File: src/rtl/alu_cmd_seq_pkg.sv
// Shared definitions for the ALU command sequencer: select codes, the arithmetic-op
// helper, FSM state encoding and the default datapath width.
package alu_cmd_seq_pkg;

    localparam int WIDTH_DEFAULT = 32;

    localparam logic [3:0] SEL_AND  = 4'b0000;
    localparam logic [3:0] SEL_OR   = 4'b0001;
    localparam logic [3:0] SEL_NOT  = 4'b0010;
    localparam logic [3:0] SEL_NOR  = 4'b0011;
    localparam logic [3:0] SEL_XOR  = 4'b0100;
    localparam logic [3:0] SEL_NAND = 4'b0101;
    localparam logic [3:0] SEL_ADD  = 4'b0110;
    localparam logic [3:0] SEL_SUB  = 4'b0111;

    typedef enum logic [1:0] {
        IDLE = 2'd0,
        EXEC = 2'd1,
        DONE = 2'd2
    } seq_state_t;

    // Only ADD and SUB produce a carry worth saving for a chain.
    function automatic logic is_arith(input logic [3:0] sel);
        return (sel == SEL_ADD) || (sel == SEL_SUB);
    endfunction

endpackage

File: src/rtl/alu_cmd_seq_stats.sv
// Operation and arithmetic-overflow counters for the ALU command sequencer
// (present only when ALU_CMD_SEQ_STATS_EN is defined).
module alu_cmd_seq_stats (
    input  logic        clk,
    input  logic        rst_n,
    input  logic        capture,
    input  logic        arith_ovf,
    output logic [31:0] op_count,
    output logic [15:0] ovf_count
);

    always_ff @(posedge clk) begin
        if (!rst_n) begin
            op_count  <= '0;
            ovf_count <= '0;
        end else if (capture) begin
            op_count <= op_count + 32'd1;
            // Overflow count sticks at all-ones instead of wrapping.
            if (arith_ovf && (ovf_count != 16'hFFFF)) begin
                ovf_count <= ovf_count + 16'd1;
            end
        end
    end

endmodule

File: src/rtl/alu_cmd_sequencer.sv
// Command-issue stage ahead of the 32-bit ALU: registers operands, captures the
// result and flags, and carries carry/zero across chained ops. Optional counters: ALU_CMD_SEQ_STATS_EN.
//
// state | meaning
// IDLE  | cmd_ready=1, waiting for a command
// EXEC  | ALU inputs driven, result captured at the next edge
// DONE  | result held until res_ready
module alu_cmd_sequencer
    import alu_cmd_seq_pkg::*;
#(
    parameter int WIDTH = WIDTH_DEFAULT
) (
    input  logic             clk,
    input  logic             rst_n,
    input  logic             cmd_valid,
    output logic             cmd_ready,
    input  logic [3:0]       cmd_sel,
    input  logic [WIDTH-1:0] cmd_a,
    input  logic [WIDTH-1:0] cmd_b,
    input  logic             cmd_cin,
    input  logic             cmd_chain,
    output logic [WIDTH-1:0] alu_a,
    output logic [WIDTH-1:0] alu_b,
    output logic [3:0]       alu_sel,
    output logic             alu_cin,
    input  logic [WIDTH-1:0] alu_y,
    input  logic             alu_cout,
    input  logic             alu_negative,
    input  logic             alu_zero,
    input  logic             alu_overflow,
    output logic             res_valid,
    input  logic             res_ready,
    output logic [WIDTH-1:0] res_y,
    output logic             res_cout,
    output logic             res_negative,
    output logic             res_zero,
    output logic             res_overflow,
`ifdef ALU_CMD_SEQ_STATS_EN
    output logic [31:0]      op_count,
    output logic [15:0]      ovf_count,
`endif
    output logic             carry_q
);

    seq_state_t state;
    logic       chain_q;
    logic       zero_acc;
    logic       zero_next;

    // A chained result is zero only if every word of the chain was zero.
    always_comb begin
        zero_next = alu_zero;
        if (chain_q) begin
            zero_next = alu_zero & zero_acc;
        end
    end

    always_ff @(posedge clk) begin
        if (!rst_n) begin
            state        <= IDLE;
            cmd_ready    <= 1'b1;
            alu_a        <= '0;
            alu_b        <= '0;
            alu_sel      <= '0;
            alu_cin      <= 1'b0;
            chain_q      <= 1'b0;
            res_valid    <= 1'b0;
            res_y        <= '0;
            res_cout     <= 1'b0;
            res_negative <= 1'b0;
            res_zero     <= 1'b0;
            res_overflow <= 1'b0;
            carry_q      <= 1'b0;
            zero_acc     <= 1'b1;
        end else begin
            case (state)
                IDLE: begin
                    if (cmd_valid) begin
                        alu_a     <= cmd_a;
                        alu_b     <= cmd_b;
                        alu_sel   <= cmd_sel;
                        alu_cin   <= cmd_chain ? carry_q : cmd_cin;
                        chain_q   <= cmd_chain;
                        cmd_ready <= 1'b0;
                        state     <= EXEC;
                    end
                end
                EXEC: begin
                    res_y        <= alu_y;
                    res_cout     <= alu_cout;
                    res_negative <= alu_negative;
                    res_overflow <= alu_overflow;
                    res_zero     <= zero_next;
                    res_valid    <= 1'b1;
                    zero_acc     <= zero_next;
                    if (is_arith(alu_sel)) begin
                        carry_q <= alu_cout;
                    end
                    state <= DONE;
                end
                DONE: begin
                    if (res_ready) begin
                        res_valid <= 1'b0;
                        cmd_ready <= 1'b1;
                        state     <= IDLE;
                    end
                end
                default: begin
                    state     <= IDLE;
                    cmd_ready <= 1'b1;
                    res_valid <= 1'b0;
                end
            endcase
        end
    end

`ifdef ALU_CMD_SEQ_STATS_EN
    alu_cmd_seq_stats u_stats (
        .clk       (clk),
        .rst_n     (rst_n),
        .capture   (state == EXEC),
        .arith_ovf (is_arith(alu_sel) & alu_overflow),
        .op_count  (op_count),
        .ovf_count (ovf_count)
    );
`endif

endmodule
File: config.mk
export PLATFORM = sky130hd
export DESIGN_NAME = alu_cmd_sequencer
export DESIGN_NICKNAME = d
export VERILOG_FILES = /design/src/rtl/alu_cmd_seq_pkg.sv /design/src/rtl/alu_cmd_seq_stats.sv /design/src/rtl/alu_cmd_sequencer.sv
export SDC_FILE = /design/constraint.sdc
export NUM_CORES = 1
export LEC_CHECK = 0
export BUFFER_PORTS_ARGS = -buffer_cell sky130_fd_sc_hd__buf_2
export CORE_UTILIZATION = 37
export CTS_CLUSTER_SIZE = 24
export DETAILED_ROUTE_END_ITERATION = 10
export PLACE_DENSITY = 0.63
export SYNTH_ARGS = -nofsm -noshare
export SYNTH_HDL_FRONTEND = slang
export SYNTH_HIERARCHICAL = 1
export SYNTH_SLANG_ARGS = --single-unit
File: constraint.sdc
create_clock -name clk -period 1.3 [get_ports clk]
set_input_delay 0.065 -clock clk [delete_from_list [all_inputs] [get_ports clk]]
set_output_delay 0.065 -clock clk [all_outputs]
set_load 0.02 [all_outputs]
==> results.md, run 1 <==
* Post-synth EDFFs at 0
* Critical Path RT at 1.58 ns
* R2r setup slk at 0.007 ns
* Leading cell types by total area after synthesis: dfxtp_1 53%, nand2_1 19%, a21boi_1 12%
* RSZ-0062 raised after global routing: true
* CTS H-tree lvls at 3
* Port bufs at 217
* Max_cap viols at 0
* Share of layout cells above drive strength 1 at 0.354
* Tot GR Track Use at 0.204
* CP most frequent cell: buf_6
* First-pass GRT wire length at 18700 µm
* Die X-Extent at 109 µm
* R2r worst-path depth at 6
* DP Area at 5390 µm²
* Tmin final at 1.29 ns
* Final period util at 0.995
* Post-Route WL at 12700 µm
* Place WS at -0.0191 ns
* Slew at the pin with the worst max-slew slack at 0.395 ns
* WHS at 0.0238 ns
* Placement Rows at 38
* Final setup vio count at 0
* DPL Wire Length at 7490 µm
* Top FF cell, synth: dfxtp_1
* VDD IR max at 0.000849 V
* Setup CP Type: register to register
* Fillers at 897
* First-pass DRT Iterations at 4
* P&R area growth vs syn at 64.8%
* CTS tree: done
* Vias per cell at 4.69
* Cell count after synthesis at 488
* Worst-path fanout max at 8
* Final clock skew at 0.00453 ns
* DIE AREA at 11900 µm²
* Run status: finished, final reports clean
* Hold Path Depth at 3
* Hold Fails Final Rpt at 0
* Die span in y at 109 µm
* Power per cell area at 1140 nW/µm²
* Ys Warns at 6
* Setup TNS at 0 ns
* Detail Route Antenna Nets at 0
* Sw frac at 0.264
* Overall power at 7.94 mW
* Grt met3 use at 0.0604
* Synth Register Bits at 112
* Clk pwr share at 0.330
* P_int at 5.85 mW
* Antenna diode count at 0
* Part of the Yosys area used for sequential elements at 0.531
* Final worst slack at 0.00689 ns
* Slew headroom at 0.737
* Critical Path Max Stage Delay at 0.32 ns
* Slew Limit Fails at 0
* Post-synth top area cell: dfxtp_1
* Clock Pin Slew Worst Setup and Hold Paths at 0.07 ns
* Seq pwr share at 0.471
* Met1 usage at 0.219
* Core footprint at 11000 µm²
* Switching pwr at 2.09 mW
* Num CTS Buffers at 9
* Initial core utilization at 0.385
* GP Congestion at 0.740
* Final routed DRC violation total at 0
* Largest net degree at the start of global routing at 114
* Layout Nets at 912
* Share of the synthesized area in the top cell type at 0.531
* Met2 usage at 0.355
* Crit. End Element: register
* Clock Sink Count at 112
* Root buf cell: clkbuf_16
* Average size of a mapped cell at 8.66 µm²
* Post-Synthesis Cell Area at 4230 µm²
* Worst min-delay path class: input port to register
* Number of global-route vias before repair at 4055
* Setup crit start kind: register
* Synthesized net count at 598
* Logic pwr share at 0.199
* Critical Path AT at 1.57 ns
* Via count at 4438
* GR Overflow Total at 0
* Initial antenna violation count at 0
* Max clock buf depth at 2
* Io pins at 218
* Clk_lat worst skew at 0.34 ns
* Post-synthesis cell type count at 24
* Slowest stage cell on the critical path: dfxtp_2
* Post-DR wirelength/cell at 13.4 µm
* Design area at 6960 µm²
* Fin util at 0.634
* Initial drt markers at 195
* Critical-path cell list: buf_6 > nor3b_4 > buf_6 > buf_12 > nand2_4 > a21boi_2
* Fmax at 773 MHz
* Static leakage at 3.23 nW
* Placed insts at 823
* Async SR Flop Fraction at 0
* Grt peak-use layer: met2
* Fin cells at 947
[metal layers]
metal | vias to the layer above | share of wire
met1 | 2026 | 0.40
met2 | 182 | 0.49
met5 | - | 0
met3 | 37 | 0.072
li1 | 2193 | -
met4 | 0 | 0.033
[final cells by class]
class / count / area, µm² / share of cell area
Clock inverter: 3 / 15.0 / 0.00216
Clock buffer: 13 / 270 / 0.0388
Multi-Input combinational cell: 339 / 1860 / 0.267
Tap cell: 140 / 175 / 0.0252
Sequential cell: 112 / 2240 / 0.322
Inverter: 1 / 3.75 / 0.000539
Timing Repair Buffer: 339 / 2400 / 0.345
[critical path, delay by kind of cell (launching register included)]
| family | cells | cell delay, ns |
|---|---|---|
| AO/OA/AOI/OAI | 1 | 0.15 |
| buffers and inverters | 3 | 0.46 |
| flip-flops | 1 | 0.32 |
| AND/OR/NAND/NOR | 2 | 0.29 |
[cells in the mapped netlist, types with 2 or more instances]
cell / number
dfxtp_1: 112
mux2i_1: 2
a21boi_1: 69
buf_4: 11
a21boi_0: 36
nor2_1: 3
buf_6: 10
clkbuf_1: 12
nand2_1: 214
o21ai_0: 2
a21oi_1: 2
buf_2: 3
[state kept, by name (all words and copies together) (netlist names), 2 cells and up]
signal	count
alu_a	32
state	2
alu_sel	4
res_y	32
alu_b	32
[cells by family after synthesis]
family / synth area share
and+or+nand+nor: 0.204
AOI/OAI and AO/OA: 0.199
DFF: 0.531
buffers and inverters: 0.0613
muxes: 0.00474
[final timing paths]
path,start,to
setup / recovery,state[0],alu_b[21]
hold / removal,alu_zero,zero_acc
setup reg to reg,state[0],alu_b[21]
hold reg to reg,alu_b[24],alu_b[24]
[power by group through the flow]
stage	Combinational [mW]	Clock (mW)	Sequential, mW
floorplan	0.504	0	4.05
global placement	1.19	0	3.80
detailed placement	1.20	0	3.81
CTS	1.45	2.72	3.74
global route	1.71	2.84	3.76
finish	1.58	2.62	3.74
[cells in the final DEF (no fill, tap or decap), types with 4 or more instances in the layout]
cell type        n
nand2_1        199
buf_4            4
dfxtp_1        111
buf_6            5
nand2_4          4
a21boi_1        54
buf_2          217
buf_12           4
nand2_2         11
a21boi_2        15
clkbuf_16       12
a21boi_0        36
dlygate4sd3_1  104
[repair_timing]
| action | CTS | global route |
|---|---|---|
| endpoints found under the hold margin | 105 | 0 |
| setup buffers | 0 | 1 |
| gates cloned | 0 | 3 |
| setup endpoints to repair | 23 | 94 |
| hold buffers | 104 | 0 |
| pin swaps | 0 | 6 |
| resized for setup | 0 | 48 |
Note: power is estimated with default switching activity, not from simulation.
==> run 2: changes to the inputs <==
PLACE_DENSITY = 0.66   (was 0.63)
clock period = 1.1 ns   (was 1.3 ns; I/O delays follow)
==> run 2 against run 1 <==
The run now ends with setup timing left; power rose by 24%; clock power rose by 18%; sequential share of layout area fell by 2.8 points; cell count rose by 2.4%; fmax fell by 6.7%; clock skew fell by 0.0016 ns; worst setup slack got worse by 0.29 ns; clock-buffer cell count rose by 1.
==> results.md, run 2 (same netlist as run 1, synthesis figures left out) <==
* Die span in y at 109 µm (unchanged)
* Clock Sink Count at 112 (unchanged)
* Crit. End Element: register
* Fillers at 807 (-10%)
* Port bufs at 217 (unchanged)
* Io pins at 218 (unchanged)
* Largest net degree at the start of global routing at 48 (-58%)
* Slowest stage cell on the critical path: dfxtp_2
* Initial antenna violation count at 0 (unchanged)
* Initial core utilization at 0.385 (unchanged)
* Final routed DRC violation total at 0 (unchanged)
* Share of layout cells above drive strength 1 at 0.429 (+0.0745)
* Antenna diode count at 0 (unchanged)
* Fmax at 722 MHz (-6.7%)
* Power per cell area at 1290 nW/µm² (+13%)
* Setup crit start kind: register
* Final worst slack at -0.285 ns (-0.292 ns)
* GP Congestion at 0.735 (-0.64%)
* Slew Limit Fails at 0 (unchanged)
* Critical Path AT at 1.65 ns (+0.08 ns)
* Worst-path fanout max at 4 (-4)
* First-pass DRT Iterations at 5 (+1)
* Via count at 4710 (+6.1%)
* CP most frequent cell: buf_6
* Layout Nets at 937 (+2.7%)
* Failing checks: setup timing
* First-pass GRT wire length at 20900 µm (+12%)
* Design area at 7630 µm² (+9.6%)
* CTS tree: done
* Static leakage at 3.60 nW (+11%)
* DPL Wire Length at 7810 µm (+4.2%)
* Critical-path cell list: buf_6 > and2b_4 > buf_12 > buf_6 > clkbuf_16 > nand2_1 > a21boi_1
* Fin util at 0.694 (+0.0606)
* Clk_lat worst skew at 0.34 ns (about the same)
* Tot GR Track Use at 0.230 (+0.0263)
* Initial drt markers at 231 (+18%)
* Top Registers: alu_a: 32 flops, alu_b: 32 flops, res_y: 32 flops
* Die X-Extent at 109 µm (unchanged)
* DIE AREA at 11900 µm² (unchanged)
* Max clock buf depth at 2 (unchanged)
* Post-DR wirelength/cell at 17.2 µm (+28%)
* VDD IR max at 0.000796 V (-6.1%)
* Max_cap viols at 0 (unchanged)
* DP Area at 5430 µm² (+0.63%)
* GR Overflow Total at 0 (unchanged)
* Run status: complete, but fails checks
* Root buf cell: clkbuf_16
* CTS H-tree lvls at 3 (unchanged)
* Commonest cells after routing, fill and taps aside: 217 x buf_2, 163 x nand2_1, 110 x dfxtp_1, 105 x dlygate4sd3_1, 81 x a21boi_1
* Delay-heaviest family, CP: buffers and inverters
* Final period util at 1.26 (+0.265)
* Clock Pin Slew Worst Setup and Hold Paths at 0.07 ns (about the same)
* Slew headroom at 0.767 (+0.0298)
* RSZ-0062 raised after global routing: true
* WHS at 0.0518 ns (+0.0280 ns)
* Placement Rows at 38 (unchanged)
* Overall power at 9.83 mW (+24%)
* Number of global-route vias before repair at 4434 (+9.3%)
* Post-Route WL at 16700 µm (+31%)
* P&R area growth vs syn at 80.5%
* Critical Path Max Stage Delay at 0.34 ns (+0.02 ns)
* Setup CP Type: register to register
* Slew at the pin with the worst max-slew slack at 0.350 ns (-0.0447 ns)
* Critical Path RT at 1.37 ns (-0.21 ns)
* Final setup vio count at 110 (+110)
* Commonest non-fill, non-tap cell in the layout: buf_2
* Num CTS Buffers at 9 (unchanged)
* Final clock skew at 0.00295 ns (-0.00159 ns)
* Crit path buffers/inverters at 4 (+1)
* Vias per cell at 4.86 (+3.6%)
* Worst min-delay path class: input port to register
* Tmin final at 1.39 ns (+0.0922 ns)
* Hold Fails Final Rpt at 0 (unchanged)
* Detail Route Antenna Nets at 0 (unchanged)
* Core footprint at 11000 µm² (unchanged)
## run 2: metal layers
layer,global-route usage,vias to the layer above,part of all wire
li1,-,2243,-
met1,0.235,2206,0.36
met2,0.430,214,0.53
met3,0.0699,47,0.078
met4,0.0985,0,0.032
met5,0,-,0
## run 2: layout make-up
type	count	area, µm²	area share
clock buffers	14	274	0.0359
inverters	1	3.75	0.000492
multi-input cells	340	2110	0.277
flip-flops and latches	112	2240	0.294
well taps	140	175	0.0230
repair buffers	363	2820	0.369
## run 2: final timing paths
kind,startpoint,to,slack [ns],depth (start not counted)
worst max-delay path,state[1],res_y[30],-0.29,7
worst min-delay path,res_ready,res_valid,0.05,3
worst max register to register,state[1],res_y[30],-0.29,7
worst min register to register,alu_a[0],alu_a[0],0.45,2
## run 2: tightest hold or removal path: cells and delay by family
family | cells | cell delay [ns]
buffers and inverters | 1 | 0.09
and+or+nand+nor | 1 | 0.05
AOI/OAI and AO/OA | 1 | 0.15
## run 2: per-stage QoR
step / setup slack [ns] / instances / setup TNS [ns]
2_1_floorplan: -0.0903 / 488 / -6.17
3_3_place_gp: -0.185 / 824 / -15.63
3_5_place_dp: -0.229 / 824 / -19.61
4_1_cts: -0.221 / 956 / -18.72
5_1_grt: -0.322 / 970 / -24.86
6_report: -0.285 / 970 / -18.31
## run 2: where the power goes
| group | internal, mW | total [mW] | switching, mW |
|---|---|---|---|
| clock | 1.70 | 3.10 | 1.39 |
| combinational | 1.12 | 2.29 | 1.17 |
| sequential | 4.30 | 4.44 | 0.145 |
| total | 7.12 | 9.83 | 2.71 |
## run 2: timing repair
item	4_1_cts	5_1_grt
setup endpoints to repair	110	110
setup buffers	7	7
endpoints found under the hold margin	106	0
pin swaps	14	52
gates cloned	6	12
gates resized for setup	68	100
hold buffers	105	0
==> run 3: changes to the inputs <==
CORE_UTILIZATION = 41   (was 37)
PLACE_DENSITY = 0.72   (was 0.66)
RECOVER_POWER = 25   (was default)
==> run 3 against run 2 <==
The run still ends with setup timing left; register-to-register slack barely moved; global-route usage rose by 1.6 points; die area fell by 9.6%; non-clock buffer count fell by 14; largest cell class unchanged; critical path depth fell by 1; final area fell by 3.8%; clock-buffer cell count fell by 3; critical path type unchanged; sequential power barely moved; core utilization rose by 5.0 points; routed wire length fell by 9.5%.
==> results.md, run 3 (same netlist as run 1, synthesis figures left out) <==
* Run status: complete, but fails checks
* Failing checks: setup timing
* Tot GR Track Use at 0.247 (+0.0164)
* Vias per cell at 4.88 (+0.42%)
* Final setup vio count at 110 (unchanged)
* Final period util at 1.26 (-0.00413)
* Final routed DRC violation total at 0 (unchanged)
* RSZ-0062 raised after global routing: true
* Io pins at 218 (unchanged)
* GP Congestion at 0.802 (+9.1%)
* Core footprint at 9860 µm² (-10%)
* Sw frac at 0.275 (-0.000824)
* Layout Nets at 922 (-1.6%)
* Number of global-route vias before repair at 4434 (unchanged)
* Die X-Extent at 104 µm (-4.9%)
* DPL Wire Length at 7370 µm (-5.7%)
* Setup TNS at -18.58 ns (-0.265 ns)
* Worst-path fanout max at 6 (+2)
* Fmax at 724 MHz (+0.33%)
* Largest net degree at the start of global routing at 95 (+98%)
* Delay-heaviest family, CP: buffers and inverters
* Worst min-delay path class: input port to register
* Port bufs at 217 (unchanged)
* Num CTS Buffers at 9 (unchanged)
* Slew headroom at 0.780 (+0.0137)
* Clk pwr share at 0.313 (-0.002)
* Max_cap viols at 0 (unchanged)
* Commonest cells after routing, fill and taps aside: 190 x buf_2, 165 x nand2_1, 109 x dfxtp_1, 105 x dlygate4sd3_1, 82 x a21boi_1
* Die span in y at 104 µm (-4.9%)
* Max clock buf depth at 2 (unchanged)
* Initial antenna violation count at 1 (+1)
* CP most frequent cell: buf_6
* Placed insts at 817 (-0.85%)
* Overall power at 9.63 mW (-2.1%)
* Setup crit start kind: register
* P&R area growth vs syn at 73.7%
* Via count at 4637 (-1.5%)
* CTS H-tree lvls at 3 (unchanged)
* CTS tree: done
* DP Area at 5400 µm² (-0.39%)
* Hold Fails Final Rpt at 0 (unchanged)
* Post-DR wirelength/cell at 15.8 µm (-7.7%)
* Critical Path RT at 1.39 ns (+0.02 ns)
* GR Overflow Total at 0 (unchanged)
* Seq pwr share at 0.461 (+0.009)
* Critical Path AT at 1.67 ns (+0.02 ns)
* Clock Pin Slew Worst Setup and Hold Paths at 0.11 ns (+0.04 ns)
* Logic pwr share at 0.226 (-0.007)
* Design area at 7340 µm² (-3.8%)
* Top Registers: alu_a: 32 flops, alu_b: 32 flops, res_y: 32 flops
* Fin cells at 951 (-2.0%)
* Post-Route WL at 15100 µm (-9.5%)
* P_int at 6.98 mW (-2.0%)
* First-pass GRT wire length at 21400 µm (+2.5%)
* Crit path buffers/inverters at 3 (-1)
* Share of layout cells above drive strength 1 at 0.381 (-0.0483)
* DIE AREA at 10700 µm² (-9.6%)
* Static leakage at 3.35 nW (-7.0%)
* Slew at the pin with the worst max-slew slack at 0.329 ns (-0.0206 ns)
* Slew Limit Fails at 0 (unchanged)
* Slowest stage cell on the critical path: dfxtp_2
* Switching pwr at 2.64 mW (-2.4%)
* Initial core utilization at 0.428 (+0.0436)
* Critical Path Max Stage Delay at 0.34 ns (about the same)
* Critical-path cell list: buf_6 > nor3b_4 > buf_6 > clkbuf_16 > nand2_2 > a21boi_1
* Root buf cell: clkbuf_8
* Setup CP Type: register to register
* Power per cell area at 1310 nW/µm² (+1.8%)
* Fillers at 636 (-21%)
* Placement Rows at 36 (-5.3%)
* Commonest non-fill, non-tap cell in the layout: buf_2
* Tmin final at 1.38 ns (-0.00454 ns)
* Initial drt markers at 300 (+30%)
* Clock Sink Count at 112 (unchanged)
* Clk_lat worst skew at 0.37 ns (+0.03 ns)
* Detail Route Antenna Nets at 0 (unchanged)
* Final clock skew at 0.0110 ns (+0.00808 ns)
* VDD IR max at 0.000750 V (-5.9%)
* Crit. End Element: register
* First-pass DRT Iterations at 4 (-1)
* Final worst slack at -0.281 ns (+0.00454 ns)
[run 3: cell types whose count changed in the layout (fill, tap and decap cells not counted), sizes merged]
| cell | before | now |
|---|---|---|
| clkinvlp | 0 | 1 |
| bufinv | 0 | 3 |
| clkbuf | 22 | 44 |
| diode | 0 | 1 |
| clkinv | 0 | 1 |
| buf | 250 | 211 |
| nand2b | 2 | 1 |
[run 3: cell type report]
type,instances,area [µm²],area share
Inverter,1,3.75,0.000511
Multi-Input combinational cell,339,2060,0.281
Sequential cell,112,2250,0.306
Clock inverter,5,103,0.0140
Antenna cell,1,2.50,0.000341
Timing Repair Buffer,349,2610,0.355
Clock buffer,11,151,0.0206
Tap cell,133,166,0.0227
[run 3: final timing paths]
check / to / cells past startpoint / start / slack, ns
worst max-delay path: alu_b[28] / 6 / state[0] / -0.28
worst min-delay path: alu_cin / 4 / cmd_cin / 0.03
worst max register to register: alu_b[28] / 6 / state[0] / -0.28
worst min register to register: res_zero / 2 / res_zero / 0.45
[run 3: layer usage]
| metal | global-route usage | part of all wire | vias up |
|---|---|---|---|
| met3 | 0.0503 | 0.063 | 45 |
| met4 | 0.115 | 0.032 | 0 |
| met5 | 0 | 0 | - |
| met1 | 0.283 | 0.40 | 2163 |
| li1 | - | - | 2221 |
| met2 | 0.439 | 0.51 | 208 |
[run 3: power groups by stage]
stage,Combinational (mW),Sequential [mW],Clock (mW)
floorplan,0.600,4.79,0
global placement,1.41,4.50,0
detailed placement,1.43,4.50,0
CTS,1.88,4.42,3.05
global route,2.30,4.47,3.24
finish,2.17,4.44,3.01
[run 3: stage by stage]
| stage | worst slack, ns | hold slack (ns) | utilization |
|---|---|---|---|
| CTS | -0.214 | 0.0121 | 0.701 |
| detailed placement | -0.264 | 0.301 | 0.548 |
| floorplan | -0.0903 | 0.194 | - |
| global route | -0.350 | 0.0294 | 0.744 |
| finish | -0.281 | 0.0268 | 0.744 |
| global placement | -0.282 | 0.299 | 0.548 |
[run 3: repair_timing]
| action | 4_1_cts | 5_1_grt |
|---|---|---|
| pin swaps | 19 | 53 |
| endpoints found under the setup margin | 111 | 111 |
| hold endpoints to repair | 107 | 0 |
| buffers inserted | 2 | 1 |
| resized for setup | 63 | 90 |
| cloned | 4 | 6 |
| hold buffers | 105 | 0 |
[run 3: tightest hold or removal path, delay by kind of cell]
| kind | cells | cell delay [ns] |
|---|---|---|
| AOI/OAI and AO/OA | 1 | 0.13 |
| muxes | 1 | 0.05 |
| and+or+nand+nor | 1 | 0.06 |
| buffers and inverters | 1 | 0.07 |
